==> src/rtl/hamming_pkg.sv <==
// hamming_pkg: shared definitions for the Hamming SECDED encoder engine.
//   - state_t: encoder FSM states.
//   - DEF_NUM_MSGS / DEF_IN_BASE / DEF_OUT_BASE / DEF_MEM_DEPTH: default layout.
//   - hamming_encode(): (16,11) extended Hamming encoder.
// Build option: define HAMMING_P0_EN to drive codeword bit 0 with the overall
// parity (SECDED). When it is undefined, bit 0 is always 0 (plain SEC).
package hamming_pkg;

    typedef enum logic [2:0] {
        RD_LO = 3'd0,
        RD_HI = 3'd1,
        WR_LO = 3'd2,
        WR_HI = 3'd3,
        DONE  = 3'd4
    } state_t;

    localparam int DEF_NUM_MSGS  = 15;
    localparam int DEF_IN_BASE   = 0;
    localparam int DEF_OUT_BASE  = 30;
    localparam int DEF_MEM_DEPTH = 256;

    // Codeword layout, MSB to LSB:
    // {d11..d5, p8, d4, d3, d2, p4, d1, p2, p1, p0}
    function automatic logic [15:0] hamming_encode(logic [11:1] d);
        logic p8, p4, p2, p1, p0;
        p8 = ^d[11:5];
        p4 = (^d[11:8]) ^ (^d[4:2]);
        p2 = d[11] ^ d[10] ^ d[7] ^ d[6] ^ d[4] ^ d[3] ^ d[1];
        p1 = d[11] ^ d[9] ^ d[7] ^ d[5] ^ d[4] ^ d[2] ^ d[1];
`ifdef HAMMING_P0_EN
        p0 = (^d[11:1]) ^ p8 ^ p4 ^ p2 ^ p1;
`else
        p0 = 1'b0;
`endif
        return {d[11:5], p8, d[4:2], p4, d[1], p2, p1, p0};
    endfunction

endpackage

==> src/rtl/data_mem.sv <==
// data_mem: byte-wide single-port data memory.
//   clk   : write clock
//   we    : write enable, byte written on the rising edge
//   addr  : byte address (shared by read and write)
//   wdata : write byte
//   rdata : combinational read of core[addr]
// No reset: contents survive a reset of the engine.
module data_mem #(
    parameter int DEPTH = 256,
    parameter int AW    = 8
) (
    input  logic          clk,
    input  logic          we,
    input  logic [AW-1:0] addr,
    input  logic [7:0]    wdata,
    output logic [7:0]    rdata
);

    logic [7:0] core [0:DEPTH-1];

    always_ff @(posedge clk) begin
        if (we) begin
            core[addr] <= wdata;
        end
    end

    assign rdata = core[addr];

endmodule

==> src/rtl/top_level_hamming.sv <==
// top_level_hamming: self-contained Hamming encoder engine.
// Reads NUM_MSGS 11-bit messages (two bytes each from IN_BASE), encodes each
// into a 16-bit codeword and writes it back (low byte first from OUT_BASE),
// then raises done until the next reset.
//   clk   : clock, all state changes on its rising edge
//   reset : asynchronous active-high reset; release starts a run
//   done  : registered, high once every codeword has been written
// Build option: HAMMING_P0_EN selects SECDED (overall parity in bit 0).
// FSM state is visible as the internal signal 'state' (type state_t).
module top_level_hamming
    import hamming_pkg::*;
#(
    parameter int NUM_MSGS  = DEF_NUM_MSGS,
    parameter int IN_BASE   = DEF_IN_BASE,
    parameter int OUT_BASE  = DEF_OUT_BASE,
    parameter int MEM_DEPTH = DEF_MEM_DEPTH
) (
    input  logic clk,
    input  logic reset,
    output logic done
);

    localparam int AW = $clog2(MEM_DEPTH);

    state_t        state, state_nx;
    logic [AW-1:0] idx;
    logic [7:0]    lo_q;
    logic [2:0]    hi_q;
    logic          done_q;

    logic [AW-1:0] in_addr, out_addr, addr;
    logic          we;
    logic [7:0]    wdata, rdata;
    logic [15:0]   cw;
    logic          last_msg;
    logic          unused_hi_bits;

    // Message i lives at base + 2i; idx never exceeds NUM_MSGS-1.
    assign in_addr  = AW'(IN_BASE)  + {idx[AW-2:0], 1'b0};
    assign out_addr = AW'(OUT_BASE) + {idx[AW-2:0], 1'b0};
    assign last_msg = (idx == AW'(NUM_MSGS - 1));
    assign cw       = hamming_encode({hi_q, lo_q});

    // Upper five bits of each high input byte carry no data.
    assign unused_hi_bits = ^rdata[7:3];

    data_mem #(
        .DEPTH (MEM_DEPTH),
        .AW    (AW)
    ) dm1 (
        .clk   (clk),
        .we    (we),
        .addr  (addr),
        .wdata (wdata),
        .rdata (rdata)
    );

    always_comb begin
        state_nx = state;
        addr     = in_addr;
        we       = 1'b0;
        wdata    = 8'h00;
        case (state)
            RD_LO: begin
                addr     = in_addr;
                state_nx = RD_HI;
            end
            RD_HI: begin
                addr     = in_addr + AW'(1);
                state_nx = WR_LO;
            end
            WR_LO: begin
                addr     = out_addr;
                we       = 1'b1;
                wdata    = cw[7:0];
                state_nx = WR_HI;
            end
            WR_HI: begin
                addr     = out_addr + AW'(1);
                we       = 1'b1;
                wdata    = cw[15:8];
                state_nx = last_msg ? DONE : RD_LO;
            end
            DONE: begin
                state_nx = DONE;
            end
            default: begin
                state_nx = RD_LO;
            end
        endcase
    end

    always_ff @(posedge clk or posedge reset) begin
        if (reset) begin
            state  <= RD_LO;
            idx    <= '0;
            lo_q   <= 8'h00;
            hi_q   <= 3'b000;
            done_q <= 1'b0;
        end else begin
            state <= state_nx;
            if (state == RD_LO) begin
                lo_q <= rdata;
            end
            if (state == RD_HI) begin
                hi_q <= rdata[2:0];
            end
            if (state == WR_HI && !last_msg) begin
                idx <= idx + AW'(1);
            end
            // One cycle behind the state so done follows the last write.
            done_q <= (state == DONE);
        end
    end

    assign done = done_q;

endmodule

==> config.mk <==
export PLATFORM = sky130hd
export DESIGN_NAME = top_level_hamming
export DESIGN_NICKNAME = d
export VERILOG_FILES = /design/src/rtl/hamming_pkg.sv /design/src/rtl/data_mem.sv /design/src/rtl/top_level_hamming.sv
export SDC_FILE = /design/constraint.sdc
export NUM_CORES = 1
export LEC_CHECK = 0
export ABC_AREA = 1
export BUFFER_PORTS_ARGS = -buffer_cell sky130_fd_sc_hd__buf_2
export CORE_MARGIN = 4
export CORE_UTILIZATION = 35
export CTS_BUF_LIST = sky130_fd_sc_hd__clkbuf_8
export DETAILED_ROUTE_END_ITERATION = 8
export GPL_TIMING_DRIVEN = 0
export PLACE_DENSITY = 0.48
export SLEW_MARGIN = 20
export SYNTH_ARGS = -nofsm -noshare
export SYNTH_HDL_FRONTEND = slang
export SYNTH_SLANG_ARGS = --single-unit
export TNS_END_PERCENT = 30
==> constraint.sdc <==
create_clock -name clk -period 1.1 [get_ports clk]
set_input_delay 0.22 -clock clk [delete_from_list [all_inputs] [get_ports clk]]
set_output_delay 0.22 -clock clk [all_outputs]
set_load 0.05 [all_outputs]
==> flow_summary.ini <==
[outcome]
status = finished with violations
violations = hold timing, setup timing

[sta]
worst_pin_slew_ns = 0.459
finalSetupViolCount = 8
maxSlewViolCount = 0
rsz0062_at_grt = true
hold_slack_ns = -0.0178
postLayoutSetupSlackWorst_ns = -0.104
timing.fmax_mhz = 831
hold_viol_final = 12
fin_crit_ns = 1.20
finalCritPeriodShare = 1.09
max-slew-margin-rel = 0.694
finClkSkew_ns = 0.00333

[global_route]
grt_antenna_before_repair = 0
grtUsageTotal = 0.119
grt_pass1_wl_um = 2190
grt_pass1_vias = 482
grt_overflow = 0
grt_max_degree = 13

[floorplanning]
row_count = 15
ioPinCount = 3
die_w_um = 51.4
core_um2 = 1760
initial_core_util = 0.374
die_y_um = 51.4
die-area_um2 = 2650

[worst_setup_path]
cp-end-kind = register
startpoint_type = register
cpMaxStageDelayCell = dfrtp_1
worstPathRequired_ns = 1.27
crit_fanout = 8
startpoint = idx[0]
worstPathCellList = inv_2, ha_4, nand3_4, inv_2, nand3_4, nand2_8, nand2_1, nand2_1
r2r_start = idx[0]
critPathMaxStageDelay_ns = 0.41
cp.arrival_ns = 1.38
path_class = reg -> reg

[clock_network]
clk_pin_slew_worst_paths_ns = 0.05
cts_root_buffer = clkbuf_8
hold_buffers = 0
cts_buffers = 3
cts.sinks = 12
cts_tree = yes
cts_max_level = 1
clk_latency_ns = 0.24
cts_buffer_depth = 2

[placed_design]
gp_congestion = 0.763
dp_hpwl_um = 856
io_buffers = 2

[run]
drv_cap = 0

[synth]
synth-seq-cells = 12
synthTopCellsByArea = dfrtp_1, nand2_1, inv_1
synth_cell_types = 17
netlist_area_um2 = 661
synth.most_common_cell = nand2_1
yosysSeqAreaShare = 0.455
synth_nets = 89
synth_compound_area_frac = 0.0246
synth_top_area_frac = 0.455
synth-xor-area-share = 0.0398
synth_edf_count = 0
synth_mux_area_frac = 0
async_flop_share = 1.00
synth_simple_gate_area_share = 0.392
avgSynthCellArea_um2 = 7.77
synth_cells = 85
synth_top_family_by_area = simple AND/OR/NAND/NOR gates
yosysWarnings = 0
yosys.area.top_type = dfrtp_1
synthTopCellsByCount = nand2_1, dfrtp_1, inv_1, nor2_1, nand3_1
synth_fa_ha_area_frac = 0.0379
synth-main-ff-cell = dfrtp_1

[cells_and_area]
drive_above_1_share = 0.304
layout.nets = 98
synthToLayoutAreaGrowth_pct = 25.9
fill_cells = 194
num_antenna_cells = 0

[routing]
drc = 0
drt_iter0_drc = 4
drtAntennaViolNets = 0
vias = 522
routed_via_density = 4.46
dr.pass1.iters = 4
wl_per_cell_um = 10.4
routed_wl_um = 1210

[power]
peakVddDrop_v = 0.000767
p_comb_frac = 0.012
leakagePower_nw = 0.375
switching_share = 0.192
p_sw_w = 0.000162
p_seq_frac = 0.522
p_per_area_nw_per_um2 = 1020
finalPower_w = 0.000846
clkPwrFrac = 0.466
p_int_w = 0.000684

[min_path]
hp-class = in -> async
power groups by stage:
stage,Combinational [W],Clock [W],Sequential (W)
floorplan,0.00000674,0,0.000449
global placement,0.0000111,0,0.000449
detailed placement,0.0000115,0,0.000449
CTS,0.0000114,0.000414,0.000442
global route,0.0000127,0.000448,0.000441
finish,0.0000101,0.000394,0.000442
registers in the layout (all words and copies together), names as in the netlist:
register / cells
idx: 8
state: 3
done: 1
what timing repair did:
action / 4_1_cts / 5_1_grt
buffers inserted: 1 / 1
cloned: 0 / 0
hold endpoints to repair: 0 / 0
pin swaps: 2 / 11
endpoints found under the setup margin: 9 / 9
resized for setup: 2 / 8
per-layer routing:
metal	wire length, um	GRT usage	share of wire	up-vias
met5	0	0	0	-
met4	7	0.0393	0.0058	0
met3	48	0.0612	0.040	2
met2	588	0.180	0.49	6
met1	567	0.144	0.47	239
li1	-	-	-	275
placed cells by master, fill, tap and decap left out:
cell      Yosys  layout
and3_1        1       1
buf_2         0       2
buf_4         0       2
clkbuf_8      0       3
dfrtp_1      12      11
dfrtp_2       0       1
ha_2          0       1
ha_4          0       1
inv_1         7       6
inv_2         2       3
nand2_1      37      33
nand2_2       0       4
nand2_8       0       1
nand3_1       3       2
nand3_2       2       1
nand3_4       0       2
nor2_1        7       6
nor2_2        2       1
nor2_4        2       4
o21ai_0       2       1
o21ai_1       0       1
o22ai_2       0       1
or2_2         1       1
xnor2_1       2       2
xor2_1        1       1
path summary, 6_finish.rpt:
path                       cells past startpoint  endpoint  slack [ns]
hold reg to reg                                1  state[0]        0.45
setup reg to reg                               8    idx[7]       -0.10
hold / removal                                 2    idx[2]       -0.02
setup / recovery                               8    idx[7]       -0.10
max in group asynchronous                      2    idx[1]        0.78
min in group clk                               1  state[0]        0.45
cell families (layout without fill, tap and decap cells):
family / Yosys count / after routing
simple gates: 56 / 56
flops: 12 / 12
buf+inv: 9 / 16
compound gates: 3 / 3
xor+xnor: 3 / 3
fa+ha+maj: 2 / 2
worst max-delay path: cells and delay by family, from the launching register on:
family / cells / cell delay [ns]
flops: 1 / 0.41
simple gates: 5 / 0.40
buf+inv: 2 / 0.18
fa+ha+maj: 1 / 0.14
cell type report:
class                      instances  area [um2]  area share
inverter                           9        33.8      0.0406
clock buffer                       3        41.3      0.0496
tap                               25        31.3      0.0376
timing repair buffer               4        25.0      0.0301
multi-input combinational         64         399       0.480
sequential                        12         302       0.362
metrics by stage:
step                      setup TNS, ns  std cells  utilization  setup slack (ns)  area (um2)
after floorplan                 -0.0144         85            -          -0.00907         693
after global placement           -0.850        112        0.416            -0.114         734
after detailed placement         -0.843        112        0.416            -0.110         734
after CTS                        -0.681        116        0.449           -0.0923         792
after global routing              -1.54        117        0.472            -0.199         832
final                            -0.787        117        0.472            -0.104         832
No activity file was read; power rests on OpenSTA's default activity.
